`src/rtl/fetch_pkg.sv`:
```
// Shared types and default widths for the instruction-fetch front end.
package fetch_pkg;

    localparam int ADDR_W_DEF  = 9;
    localparam int INSTR_W_DEF = 32;

    typedef enum logic [1:0] {
        IDLE,
        BUSY,
        DISCARD,
        HALT
    } fetch_state_e;

endpackage

```
`src/rtl/fetch_buf.sv`:
```
// Single-entry output register between instruction memory and decode.
module fetch_buf #(
    parameter int ADDR_W  = 9,
    parameter int INSTR_W = 32
) (
    input  logic               clk,
    input  logic               rst,
    input  logic               load_i,
    input  logic [INSTR_W-1:0] load_instr_i,
    input  logic [ADDR_W-1:0]  load_pc_i,
    input  logic               flush_i,
    input  logic               ready_i,
    output logic               valid_o,
    output logic [INSTR_W-1:0] instr_o,
    output logic [ADDR_W-1:0]  pc_o
);

    logic               valid_q, valid_d;
    logic [INSTR_W-1:0] instr_q, instr_d;
    logic [ADDR_W-1:0]  pc_q, pc_d;

    // Flush wins over everything; a load may coincide with the entry being consumed.
    always_comb begin
        valid_d = valid_q;
        instr_d = instr_q;
        pc_d    = pc_q;
        if (flush_i) begin
            valid_d = 1'b0;
        end else if (load_i) begin
            valid_d = 1'b1;
            instr_d = load_instr_i;
            pc_d    = load_pc_i;
        end else if (valid_q && ready_i) begin
            valid_d = 1'b0;
        end
    end

    always_ff @(posedge clk or posedge rst) begin
        if (rst) begin
            valid_q <= 1'b0;
            instr_q <= '0;
            pc_q    <= '0;
        end else begin
            valid_q <= valid_d;
            instr_q <= instr_d;
            pc_q    <= pc_d;
        end
    end

    assign valid_o = valid_q;
    assign instr_o = instr_q;
    assign pc_o    = pc_q;

endmodule

```
`src/rtl/fetch_ctrl.sv`:
```
// PC sequencer and one-at-a-time instruction-memory request controller.
module fetch_ctrl
    import fetch_pkg::*;
#(
    parameter int ADDR_W   = ADDR_W_DEF,
    parameter int INSTR_W  = INSTR_W_DEF,
    parameter int RESET_PC = 0,
    parameter int LAST_PC  = 13
) (
    input  logic               clk,
    input  logic               rst,
    input  logic               stall_en,
    input  logic               redirect_valid,
    input  logic [ADDR_W-1:0]  redirect_addr,
    output logic               imem_req,
    output logic [ADDR_W-1:0]  imem_addr,
    input  logic               imem_ack,
    input  logic [INSTR_W-1:0] imem_rdata,
    output logic               out_valid,
    input  logic               out_ready,
    output logic [INSTR_W-1:0] out_instr,
    output logic [ADDR_W-1:0]  out_pc,
    output logic               halted,
    output logic [ADDR_W-1:0]  pc
);

    localparam logic [ADDR_W-1:0] ResetPc = ADDR_W'(RESET_PC);
    localparam logic [ADDR_W-1:0] LastPc  = ADDR_W'(LAST_PC);

    fetch_state_e      state_q, state_d;
    logic [ADDR_W-1:0] pc_q, pc_d;
    logic [ADDR_W-1:0] addr_q, addr_d;
    logic              bufLoad;

    always_comb begin
        state_d = state_q;
        pc_d    = pc_q;
        addr_d  = addr_q;
        bufLoad = 1'b0;
        unique case (state_q)
            IDLE: begin
                if (redirect_valid) begin
                    pc_d = redirect_addr;
                end else if (!stall_en && (!out_valid || out_ready)) begin
                    addr_d  = pc_q;
                    state_d = BUSY;
                end
            end
            BUSY: begin
                // A redirect drops whatever the memory returns for the old path.
                if (redirect_valid) begin
                    pc_d    = redirect_addr;
                    state_d = imem_ack ? IDLE : DISCARD;
                end else if (imem_ack) begin
                    bufLoad = 1'b1;
                    if (addr_q == LastPc) begin
                        state_d = HALT;
                    end else begin
                        pc_d    = pc_q + ADDR_W'(1);
                        state_d = IDLE;
                    end
                end
            end
            DISCARD: begin
                if (redirect_valid) begin
                    pc_d = redirect_addr;
                end
                if (imem_ack) begin
                    state_d = IDLE;
                end
            end
            HALT: begin
                if (redirect_valid) begin
                    pc_d    = redirect_addr;
                    state_d = IDLE;
                end
            end
            default: state_d = IDLE;
        endcase
    end

    always_ff @(posedge clk or posedge rst) begin
        if (rst) begin
            state_q <= IDLE;
            pc_q    <= ResetPc;
            addr_q  <= ResetPc;
        end else begin
            state_q <= state_d;
            pc_q    <= pc_d;
            addr_q  <= addr_d;
        end
    end

    fetch_buf #(
        .ADDR_W  (ADDR_W),
        .INSTR_W (INSTR_W)
    ) u_buf (
        .clk          (clk),
        .rst          (rst),
        .load_i       (bufLoad),
        .load_instr_i (imem_rdata),
        .load_pc_i    (addr_q),
        .flush_i      (redirect_valid),
        .ready_i      (out_ready),
        .valid_o      (out_valid),
        .instr_o      (out_instr),
        .pc_o         (out_pc)
    );

    assign imem_req  = (state_q == BUSY) || (state_q == DISCARD);
    assign imem_addr = addr_q;
    assign halted    = (state_q == HALT);
    assign pc        = pc_q;

endmodule

```
`config.mk`:
```
export PLATFORM = sky130hd
export DESIGN_NAME = fetch_ctrl
export DESIGN_NICKNAME = d
export VERILOG_FILES = /design/src/rtl/fetch_pkg.sv /design/src/rtl/fetch_buf.sv /design/src/rtl/fetch_ctrl.sv
export SDC_FILE = /design/constraint.sdc
export NUM_CORES = 1
export LEC_CHECK = 0
export BUFFER_PORTS_ARGS = -buffer_cell sky130_fd_sc_hd__buf_2
export CORE_AREA = 2 2 118 74
export DETAILED_ROUTE_END_ITERATION = 8
export DIE_AREA = 0 0 120 76
export PLACE_DENSITY = 0.58
export REMOVE_ABC_BUFFERS = 1
export SYNTH_ARGS = -nofsm -noshare
export SYNTH_HDL_FRONTEND = slang
export SYNTH_SLANG_ARGS = --single-unit
```
`constraint.sdc`:
```
create_clock -name clk -period 1.87 [get_ports clk]
set_input_delay 0.4675 -clock clk [delete_from_list [all_inputs] [get_ports clk]]
set_output_delay 0.4675 -clock clk [all_outputs]
set_load 0.02 [all_outputs]
```
==> summary by stage, run 1 <==
Floorplanning
The initial standard-cell utilization of the core is 0.3373. between 100 and 150 I/O pins were placed. The vertical extent of the die is approximately 76 um. After floorplanning, the core was divided into 26 placement rows. The horizontal extent of the die is around 120 um.

The core region is around 8000 um2. The die area is between 9000 and 10000 um2.

Timing
The share of the cycle needed by the critical path after routing is 0.9423. The shortest clock period the worst path allows after layout is approximately 1.8 ns. Setup repair after global routing left no endpoint under its margin. The worst setup skew after layout is 0.004305 ns.

The transition at the pin with the smallest max-transition slack is about 0.42 ns. The final-report hold violation count is 0. Setup violations remaining at the end of the flow were counted as 0.

Once routing completed, OpenROAD measured the worst setup slack at roughly 0.11 ns. Measured against its own limit, the worst slew margin works out to 0.7158. Based on the critical path, the design can be clocked at up to 0.5675 GHz. The number of slew-limit violations in the final report is 0.

Layout
The area added between synthesis and finish is 38.30%. The most common library cell in the layout ignoring fill and taps is sky130_fd_sc_hd__buf_2. In the final layout, the share of cells above drive strength 1 is 0.5916. The net count of the finished layout is about 380. The final non-filler cell area is roughly 3800 um2.

Fill cells in the final layout number 765. In the layout the commonest cells are 108 x sky130_fd_sc_hd__buf_2, 62 x sky130_fd_sc_hd__dfrtp_1, 50 x sky130_fd_sc_hd__mux2_2. The repair_antennas step left the layout with diodes totalling 0.

Worst setup path
For the worst flop-to-flop path, the logic depth is 6. STA classifies the critical path endpoint as an output pin. The critical path start-end classification is reg -> out. The largest incremental delay on the critical path is approximately 0.4 ns. The worst register-to-register path begins at state_q[1]$_DFFE_PP0P_. The maximum fanout along the worst path is 4.

Grouping stages by cell kind, the critical path spends the most delay in flip-flops. The startpoint kind of the worst setup timing path is a flop. The signal on the critical path passes through inv_1 -> ha_1 -> buf_2. The required time at the worst-slack endpoint is between 1 and 1.5 ns. In this run the register-to-register setup slack is about 0.15 ns.

For the worst setup path, the data arrival time is 1.29 ns. The endpoint identified for the worst register-to-register timing path is pc[7]$_DFFE_PP0P_. The slowest cell on the critical path is sky130_fd_sc_hd__dfrtp_1.

The sum of buffers and inverters on the critical path is 2.

Clocking
The H-tree depth is 3. Buffers inserted during clock tree synthesis total 9. The maximum clock insertion buffer count is 2. The tree built by TritonCTS fans out to 62 sinks. The clock edge transition at the registers on the reported setup and hold paths is around 0.06 ns. The buffer type at the clock tree root is sky130_fd_sc_hd__clkbuf_16. TritonCTS built the clock tree. The source-to-sink clock delay at the later pin of the worst-skew pair is between 0.3 and 0.4 ns.

Route
The detail route stage leaves a number of antenna-violating nets equal to 0. The average wire per standard cell is between 15 and 20 um. The detailed-route wire length is a little under 7000 um. The first-pass detailed-route iteration total is 4.

The initial detailed-routing violation count is 94. The mean number of vias per cell is 4.802. In the routed design, unresolved DRC markers number 0. The total vias in the final route is ~2100.

Global route
Across every metal layer, demand over resource in global routing totals 0.1561. The via count of the first global-routing pass is approximately 2100. The total global routing overflow is 0. The number of antenna violations at the first check in global routing is 0. The first global-routing pass estimated ~11000 um of wire. The pin count of the biggest net entering global routing is 43.

Logic synthesis
In the post-synthesis netlist, the biggest area contributors are sky130_fd_sc_hd__dfrtp_1 56%, sky130_fd_sc_hd__mux2_2 20%, sky130_fd_sc_hd__ha_1 3.2%, sky130_fd_sc_hd__mux2i_1 1.8%, sky130_fd_sc_hd__a2bb2oi_1 1.3%. The number of synthesized register bits is 62. The share of the Yosys chip area taken by registers is 0.5634. The share of flip-flops with an asynchronous set or reset after synthesis is 1.000. The most frequently used flop master after synthesis is sky130_fd_sc_hd__dfrtp_1. The library cell occupying the most area in the post-synthesis netlist is sky130_fd_sc_hd__dfrtp_1. The fraction of synthesized cell area taken by the top area cell type is 0.5634.

The average cell area after synthesis is between 10 and 15 um2. The number of enable flip-flop cells after synthesis is 0. The cell count after synthesis came out at just over 200. The total standard cell area after synthesis is approximately 2800 um2. The number of warnings reported in the yosys synthesis log is 0. The count of different cell masters after synthesis is 42.

Place
The worst setup slack before clock tree synthesis is 0.04649 ns. The count of buffers added on input and output ports is approximately 110. In this run the cell area measured after placement is about 3500 um2. Detailed placement ended at an HPWL of ~5000 um. The last weighted congestion value of the routability-driven placer is between 0.8 and 0.9.

Flow run
Max-cap violations in this run came to 0.

Min path
The worst hold path class is in -> async.

Pwr
For this design the ratio of total power to cell area is roughly 1800 nW/um2. In this run the static leakage power is approximately 1.8 nW. The worst IR drop on VDD is 0.0007205 V.

Outcome
The run finished with clean final reports.
[worst min-delay path: stages]
cell	delay, ns
sky130_fd_sc_hd__buf_2	0.11
sky130_fd_sc_hd__inv_2	0.07
sky130_fd_sc_hd__buf_12	0.21
[worst max-delay path by stage]
stage                      startpoint  depth (start not counted)  slack (ns)                           end
6_report       state_q[0]$_DFFE_PP0P_                          3        0.11                      imem_req
5_1_grt        state_q[1]$_DFFE_PP0P_                          7       0.007             pc[5]$_DFFE_PP0P_
4_1_cts        state_q[1]$_DFFE_PP0P_                          6        0.08             pc[7]$_DFFE_PP0P_
3_5_place_dp           redirect_valid                          6        0.05             pc[1]$_DFFE_PP0P_
3_3_place_gp   state_q[1]$_DFFE_PP0P_                          6        0.17             pc[7]$_DFFE_PP0P_
2_1_floorplan  state_q[1]$_DFFE_PP0P_                          4       -0.54  u_buf.instr_o[0]$_DFFE_PP0P_
[where the power goes]
group | leakage, nW | switching [mW] | internal, mW | total, mW
Sequential | 0.728 | 0.453 | 1.98 | 2.44
Combinational | 0.950 | 1.69 | 1.30 | 3.00
Clock | 0.128 | 0.612 | 0.896 | 1.51
Total | 1.81 | 2.76 | 4.18 | 6.94
[per-stage QoR]
step / power, mW / utilization / TNS (ns) / instances / hold slack, ns
3_3_place_gp: 5.428 / 0.4324 / 0 / 429 / 0.4821
2_1_floorplan: 4.328 / - / -31.43 / 197 / 0.5961
6_report: 6.942 / 0.4664 / 0 / 445 / 0.1670
5_1_grt: 7.406 / 0.4664 / 0 / 445 / 0.1722
4_1_cts: 7.046 / 0.4661 / 0 / 445 / 0.1678
3_5_place_dp: 5.491 / 0.4324 / 0 / 429 / 0.4884
[synthesized netlist by cell type (4+ instances only)]
library cell and number:
sky130_fd_sc_hd__inv_1 6, sky130_fd_sc_hd__a21oi_1 4, sky130_fd_sc_hd__o21ai_0 7, sky130_fd_sc_hd__nor2b_1 4
sky130_fd_sc_hd__dfrtp_1 62, sky130_fd_sc_hd__ha_1 7, sky130_fd_sc_hd__buf_2 5, sky130_fd_sc_hd__nand4_1 4
sky130_fd_sc_hd__nand2_1 5, sky130_fd_sc_hd__a2bb2oi_1 4, sky130_fd_sc_hd__mux2i_1 5, sky130_fd_sc_hd__mux2_2 50
sky130_fd_sc_hd__nand3_1 4, sky130_fd_sc_hd__nor2_1 5
[timing repair]
action	CTS	global route
setup buffers	0	0
resized for setup	0	1
setup endpoints to repair	0	1
hold buffers	0	0
[metal layers]
layer / GRT usage / vias up / wire (um)
met2: 0.2278 / 84 / 2848
met1: 0.2119 / 1051 / 3298
li1: - / 997 / -
met3: 0.06737 / 5 / 550
met4: 0.04235 / 0 / 42
met5: 0 / - / 0
[area by class of cell]
| class | count | area, um2 | area share |
|---|---|---|---|
| clock buffer | 9 | 225.2 | 0.05913 |
| sequential | 62 | 1551 | 0.4074 |
| multi-input combinational | 128 | 1147 | 0.3012 |
| inverter | 7 | 26.28 | 0.006899 |
| timing repair buffer | 120 | 668.1 | 0.1754 |
| tap | 112 | 140.1 | 0.03679 |
| clock inverter | 7 | 50.05 | 0.01314 |
[sequential cells by signal, summed over array words and instances (netlist names)]
register / cells
imem_addr: 9
pc: 9
state_q: 2
u_buf.instr_o: 32
u_buf.pc_o: 9
u_buf.valid_o: 1
[logic make-up after synthesis]
kind of cell	synth area share
and+or+nand+nor	0.08224
buffers and inverters	0.02271
DFF	0.5634
muxes	0.2226
adders and majority gates	0.03180
AOI/OAI and AO/OA	0.07723
Note: power is estimated with default switching activity, not from simulation.
==> run 2: changes to the inputs <==
--- a/config.mk
+++ b/config.mk
@@ -7,10 +7,10 @@
 export LEC_CHECK = 0
 export BUFFER_PORTS_ARGS = -buffer_cell sky130_fd_sc_hd__buf_2
 export CORE_AREA = 2 2 118 74
+export CTS_BUF_LIST = sky130_fd_sc_hd__clkbuf_4 sky130_fd_sc_hd__clkbuf_8
 export DETAILED_ROUTE_END_ITERATION = 8
 export DIE_AREA = 0 0 120 76
 export PLACE_DENSITY = 0.58
-export REMOVE_ABC_BUFFERS = 1
 export SYNTH_ARGS = -nofsm -noshare
 export SYNTH_HDL_FRONTEND = slang
 export SYNTH_SLANG_ARGS = --single-unit
==> run 2 against run 1 <==
Global-route usage fell by 0.12 points. Critical endpoint unchanged. Sequential power barely moved. Clock skew rose by 0.0011 ns. Critical path type unchanged. Maximum frequency fell by 0.47%. First-iteration DRC count rose by 8.5%. Cell area fell by 1.6%. Clock power fell by 18%. Non-clock buffer count did not move. Hold slack improved by 0.056 ns. Sequential share of layout area rose by 0.65 points. Power fell by 3.5%.
==> summary by stage, run 2 (synthesis gave the netlist of run 1 again) <==
Worst setup path
The maximum fanout along the worst path was 5 (+1). The critical path start-end classification is reg -> out. STA classifies the critical path startpoint as a flop. The worst reg2reg path startpoint is state_q[1]$_DFFE_PP0P_. The data arrival time of the worst path is 1.30 ns (about the same). The required time at the worst-slack endpoint is 1.40 ns (about the same).

The worst setup path is captured at an output pin. The endpoint of the worst register-to-register path is pc[7]$_DFFE_PP0P_. The critical path goes through inv_1 -> ha_1 -> buf_2. The largest incremental delay on the critical path is 0.39 ns (about the same). The flop-to-flop setup slack is 0.11 ns (-0.04 ns).

The largest individual stage delay along the critical path comes from the cell sky130_fd_sc_hd__dfrtp_1. The number of cells traversed by the worst register-to-register path is 6 (unchanged).

Timing
The worst max-slew margin expressed relative to the limit is 0.6991 (-0.01661). The share of the cycle needed by the critical path after routing is 0.9468 (+0.004484). Setup repair after global routing could not meet its margin everywhere. The total setup violations reported at the end of the flow is 0 (unchanged). The shortest clock period the worst path allows after layout is 1.770 ns (+0.008386 ns). The total negative setup slack is 0 ns (unchanged). The final-report hold violation count came to 0 (unchanged).

The transition at the pin with the smallest max-transition slack came to 0.4496 ns (+0.02917 ns). The number of slew-limit violations in the final report is 0 (unchanged). The worst setup skew after layout is 0.005410 ns (+0.001105 ns).

The maximum clock rate came to 0.5648 GHz (-0.47%).

Layout
The count of antenna diodes in the layout is 0 (unchanged). The net count of the finished layout is 382 (unchanged). From synthesis to final layout, the design area changed by 36.12%. The most common library cell in the layout ignoring fill and taps is sky130_fd_sc_hd__buf_2. The share of post-route cells with drive strength above 1 is 0.5994 (+0.007806). The final non-filler cell area is 3749 um2 (-1.6%). In the layout the commonest cells are 108 x sky130_fd_sc_hd__buf_2, 62 x sky130_fd_sc_hd__dfrtp_1, 50 x sky130_fd_sc_hd__mux2_2.

The number of flip-flops in the largest register was 32 (unchanged). The final cell utilization of the core is 0.4591 (-0.007355).

Pwr
The total power was 6.699 mW (-3.5%). The total power per unit cell area is 1787 nW/um2 (-2.0%). The worst IR drop on VDD is 0.0008230 V (+14%).

The total leakage power is 1.790 nW (-0.86%).

Route
The number of remaining DRC errors is 0 (unchanged). The detailed-route wire length was 6638 um (-1.5%). The initial detailed-routing violation count was 102 (+8.5%). The mean number of vias per cell is 4.748 (-1.1%). The average wire per standard cell was 14.95 um (-1.3%). The number of nets with antenna violations after detailed routing is 0 (unchanged).

The first-pass detailed-route iteration total is 4 (unchanged). The total vias in the final route is 2108 (-1.4%).

Outcome
The run finished with clean final reports.

Global route
The global-route usage over all layers was 0.1549 (-0.001226). The pin count of the biggest net entering global routing is 63 (+47%). The number of antenna violations at the first check in global routing was 0 (unchanged). The total global routing overflow is 0 (unchanged). The first-pass GRT wire length is 10920 um (-0.26%). The via count of the first global-routing pass was 2099 (-2.3%).

Floorplanning
The cell row count was 26 (unchanged). The die area is 9120 um2 (unchanged). The horizontal extent of the die is 120 um (unchanged).

The I/O pin count is 109 (unchanged). The area inside the core boundary came to 8165 um2 (unchanged). The initial standard-cell utilization of the core is 0.3373 (unchanged). The vertical extent of the die is 76 um (unchanged).

Clocking
In this run the clock root is driven by a sky130_fd_sc_hd__clkbuf_8. The clock edge transition at the registers on the reported setup and hold paths is 0.07 ns (about the same). The source-to-sink clock delay at the later pin of the worst-skew pair is 0.33 ns (about the same). The TritonCTS sink count is 62 (unchanged). The total of hold buffers inserted after clock tree synthesis came to 0 (unchanged). The clock tree from TritonCTS is yes.

The H-tree depth was 3 (unchanged). The maximum clock insertion buffer count is 2 (unchanged). The number of buffers inserted during clock tree synthesis is 9 (unchanged).

Place
The last weighted congestion value of the routability-driven placer was 0.8788 (+7.6%). The detailed placement HPWL was 4814 um (-4.0%). The cell area reported after detailed placement is 3522 um2 (-0.25%).

The number of buffers added on ports was 108 (unchanged).

Min path
The path class of the tightest hold or removal check is in -> async.

Flow run
The max-cap check violation count was 0 (unchanged).

Logic synthesis
The synthesized netlist net count is about 260.
run 2: cell count changes in the layout (fill, tap and decap cells not counted), moves of 2 or more:
| cell | delta |
|---|---|
| sky130_fd_sc_hd__clkbuf_8 | +9 |
| sky130_fd_sc_hd__clkbuf_16 | -9 |
| sky130_fd_sc_hd__bufinv_16 | +2 |
| sky130_fd_sc_hd__clkinvlp_4 | -2 |
run 2: worst max path at each step:
stage,start,end,slack [ns]
6_report,state_q[1]$_DFFE_PP0P_,imem_req,0.1
5_1_grt,state_q[1]$_DFFE_PP0P_,pc[2]$_DFFE_PP0P_,-0.04
4_1_cts,state_q[0]$_DFFE_PP0P_,imem_req,0.04
3_5_place_dp,redirect_valid,pc[0]$_DFFE_PP0P_,0.03
3_3_place_gp,redirect_valid,pc[6]$_DFFE_PP0P_,0.04
2_1_floorplan,pc[0]$_DFFE_PP0P_,pc[8]$_DFFE_PP0P_,0.25
run 2: power by group:
group          internal, mW  switching (mW)
clock network         0.751           0.488
logic                  1.31            1.71
registers              1.98           0.455
run 2: per-stage QoR:
step	hold slack (ns)	worst slack [ns]	std cells
final	0.2233	0.09955	444
after global placement	0.4812	0.04355	429
after floorplan	0.5861	0.2489	204
after global routing	0.2143	-0.04273	444
after detailed placement	0.4869	0.02848	429
after CTS	0.2134	0.04012	444
run 2: layout make-up:
type                       count  area, um2
clock inverter                 5      75.07
multi-input combinational    128       1165
timing repair buffer         120      655.6
sequential                    62       1551
tap                          112      140.1
fill                         770       4417
clock buffer                  10      131.4
inverter                       7      30.03
run 2: per-layer routing:
metal  vias up  wire length [um]  share of wire  track usage
met4         0                42         0.0063      0.05647
met2        79              2821           0.42       0.2085
met3         4               445          0.067      0.05988
met1      1034              3329           0.50       0.2234
met5         -                 0              0            0
li1        991                 -              -            -
run 2: timing repair:
| action | 4_1_cts | 5_1_grt |
|---|---|---|
| setup endpoints to repair | 0 | 11 |
| buffers inserted | 0 | 0 |
| gates resized for setup | 0 | 5 |
run 2: worst max-delay path, delay by kind of cell (launching register included):
family                   cells  cell delay (ns)
flip-flops                   1             0.39
adder cells (fa/ha/maj)      1             0.27
buffers and inverters        2             0.31
==> run 3: changes to the inputs <==
--- a/config.mk
+++ b/config.mk
@@ -6,11 +6,11 @@
 export NUM_CORES = 1
 export LEC_CHECK = 0
 export BUFFER_PORTS_ARGS = -buffer_cell sky130_fd_sc_hd__buf_2
-export CORE_AREA = 2 2 118 74
+export CORE_AREA = 2 2 104 66
 export CTS_BUF_LIST = sky130_fd_sc_hd__clkbuf_4 sky130_fd_sc_hd__clkbuf_8
 export DETAILED_ROUTE_END_ITERATION = 8
-export DIE_AREA = 0 0 120 76
-export PLACE_DENSITY = 0.58
+export DIE_AREA = 0 0 106 68
+export PLACE_DENSITY = 0.73
 export SYNTH_ARGS = -nofsm -noshare
 export SYNTH_HDL_FRONTEND = slang
 export SYNTH_SLANG_ARGS = --single-unit
==> constraint.sdc (replaced) <==
create_clock -name clk -period 1.87 [get_ports clk]
set_input_delay 0.0935 -clock clk [delete_from_list [all_inputs] [get_ports clk]]
set_output_delay 0.0935 -clock clk [all_outputs]
set_load 0.02 [all_outputs]
==> run 3 against run 2 <==
Sequential share of layout area decreased by 2.7 points. Combinational power grew 2%. Cell area up 6.9%. Routed wire length grew 2.8%. Largest cell class unchanged. Critical endpoint is now pc[2]$_DFFE_PP0P_. Non-clock buffer count increased by 31.
==> summary by stage, run 3 (synthesis gave the netlist of run 1 again) <==
Outcome
The flow ran to the end, and the final reports show no timing, DRC or antenna violations.

Layout
The share of post-route cells with drive strength above 1 is 0.5385 (-0.06094). From synthesis to final layout, the design area changed by 45.57%. The most common library cell in the layout ignoring fill and taps is sky130_fd_sc_hd__buf_2. The count of antenna diodes in the layout is 0 (unchanged). The number of flip-flops in the largest register is 32 (unchanged). The net count of the finished layout came to 413 (+8.1%). The library cells used most frequently in the layout, excluding fill and tap cells, are 108 x sky130_fd_sc_hd__buf_2, 62 x sky130_fd_sc_hd__dfrtp_1, 50 x sky130_fd_sc_hd__mux2_2.

Pwr
The total leakage power is 1.899 nW (+6.1%). The worst IR drop on VDD was 0.0007934 V (-3.6%). The total power per unit cell area is 1679 nW/um2 (-6.1%).

Timing
The final worst slack is 0.1161 ns (+0.01652 ns). The final-report hold violation count is 0 (unchanged). The total negative setup slack is 0 ns (unchanged). The total setup violations reported at the end of the flow was 0 (unchanged). The worst setup skew after layout is 0.008017 ns (+0.002607 ns). The number of slew-limit violations in the final report is 0 (unchanged).

The maximum clock rate came to 0.5701 GHz (+0.94%). The transition at the pin with the smallest max-transition slack is 0.5102 ns (+0.06063 ns). The shortest clock period the worst path allows after layout came to 1.754 ns (-0.01652 ns). The worst max-slew margin expressed relative to the limit is 0.6593 (-0.03980). Setup repair after global routing left no endpoint under its margin. The share of the cycle needed by the critical path after routing came to 0.9379 (-0.008832).

Floorplanning
The die area came to 7208 um2 (-21%). The area inside the core boundary came to 6360 um2 (-22%). The I/O pin count is 109 (unchanged). The horizontal extent of the die is 106 um (-12%). The cell row count is 23 (-12%).

The initial standard-cell utilization of the core is 0.4330 (+0.09575). The vertical extent of the die came to 68 um (-11%).

Worst setup path
The required time at the worst-slack endpoint is 2.06 ns (+0.66 ns). The data arrival time of the worst path is 1.94 ns (+0.64 ns). The maximum fanout along the worst path was 13 (+8). The critical path in this run is classified as reg -> reg. The critical path starts at imem_addr[3]$_DFFE_PP0P_. STA classifies the critical path startpoint as a flop.

The worst register-to-register path ends at pc[2]$_DFFE_PP0P_. The number of cells traversed by the worst register-to-register path was 6 (unchanged). The flop-to-flop setup slack is 0.12 ns (about the same). The worst reg2reg path startpoint is imem_addr[3]$_DFFE_PP0P_.

The kind of end point of the critical path is a flop.

Route
The total vias in the final route is 2295 (+8.9%). The average wire per standard cell is 15.12 um (+1.2%). The first-pass detailed-route iteration total was 4 (unchanged). The mean number of vias per cell was 5.089 (+7.2%). The number of nets with antenna violations after detailed routing is 0 (unchanged). The initial detailed-routing violation count is 144 (+41%). The number of remaining DRC errors came to 0 (unchanged). The detailed-route wire length is 6821 um (+2.8%).

Clocking
The number of buffers inserted during clock tree synthesis was 9 (unchanged). The maximum clock insertion buffer count is 2 (unchanged). The setup fix buffers added after clock tree synthesis is 0 (unchanged). The clock edge transition at the registers on the reported setup and hold paths is 0.07 ns (about the same).

The TritonCTS sink count was 62 (unchanged). The buffer type at the clock tree root is sky130_fd_sc_hd__clkbuf_8. TritonCTS built the clock tree. The source-to-sink clock delay at the later pin of the worst-skew pair is 0.33 ns (about the same). The H-tree depth was 3 (unchanged).

Min path
The worst hold path terminates at pc[1]$_DFFE_PP0P_. The worst hold path depth is 3. The worst hold path class is in -> reg. The startpoint identified for the worst hold timing path is redirect_addr[1].

Global route
The first-pass GRT wire length was 10760 um (-1.4%). The number of antenna violations at the first check in global routing is 0 (unchanged). The via count of the first global-routing pass came to 2224 (+6.0%). The pin count of the biggest net entering global routing is 43 (-32%). The global-route usage over all layers is 0.1970 (+0.04212).

The total global routing overflow came to 0 (unchanged).

Place
The number of buffers added on ports was 108 (unchanged). The detailed placement HPWL is 4669 um (-3.0%). The last weighted congestion value of the routability-driven placer is 0.8486 (-3.4%).

The worst setup slack before clock tree synthesis is 0.1114 ns (+0.08289 ns).

Flow run
The max-cap check violation count was 0 (unchanged).

Logic synthesis
The synthesized netlist net count is 258 (unchanged).
[run 3: changes by cell type in the layout (fill, tap and decap cells not counted), moves of 2 or more]
| cell | previous run | this run |
|---|---|---|
| sky130_fd_sc_hd__clkinvlp_4 | 1 | 3 |
| sky130_fd_sc_hd__dlygate4sd3_1 | 0 | 33 |
| sky130_fd_sc_hd__clkinv_2 | 3 | 1 |
| sky130_fd_sc_hd__clkbuf_8 | 9 | 11 |
[run 3: power by group]
part	total, mW	switching, mW	internal, mW
clock	1.21	0.527	0.685
sequential	2.45	0.470	1.98
combinational	3.07	1.73	1.34
total	6.73	2.73	4.00
[run 3: layout make-up]
cell class                 count  area (um2)
clock inverter                 5       57.56
timing repair buffer         151       958.4
sequential                    62        1551
inverter                       7       26.28
fill                         514        2351
tap                           87       108.9
multi-input combinational    128        1155
clock buffer                  11       151.4
[run 3: worst max-delay path, cell delays in order, from the launching register on]
cell and delay, ns:
sky130_fd_sc_hd__dfrtp_1 0.41, sky130_fd_sc_hd__nor4bb_2 0.19, sky130_fd_sc_hd__buf_4 0.14, sky130_fd_sc_hd__and4_1 0.19, sky130_fd_sc_hd__buf_4 0.17, sky130_fd_sc_hd__nor2_1 0.38
sky130_fd_sc_hd__a2bb2oi_1 0.13
[run 3: how the worst max path moves through the flow]
stage / endpoint / slack, ns / cells past startpoint
floorplan: imem_addr[0]$_DFFE_PP0P_ / 0.24 / 1
global placement: pc[3]$_DFFE_PP0P_ / 0.12 / 6
detailed placement: pc[2]$_DFFE_PP0P_ / 0.11 / 6
CTS: pc[2]$_DFFE_PP0P_ / 0.09 / 6
global route: pc[0]$_DFFE_PP0P_ / 0.003 / 7
finish: pc[2]$_DFFE_PP0P_ / 0.12 / 6
[run 3: through the flow]
step	area (um2)	hold WS (ns)	utilization	std cells	total power, mW
after floorplan	2754	0.2440	-	204	4.334
final	4009	0.04999	0.6303	451	6.730
after detailed placement	3460	0.1639	0.5440	402	5.447
after CTS	3999	0.04081	0.6288	451	6.723
after global routing	4009	0.04374	0.6303	451	7.143
after global placement	3460	0.1598	0.5440	402	5.347
[run 3: what timing repair did]
item	4_1_cts	5_1_grt
gates resized for setup	0	2
endpoints found under the setup margin	0	8
hold endpoints to repair	55	0
hold buffers	33	0
[run 3: routing by layer]
layer	global-route usage	wire length, um	up-vias
met5	0	0	-
met1	0.2461	3057	1124
met3	0.07048	495	8
li1	-	-	1055
met2	0.3298	3205	108
met4	0.05592	63	0
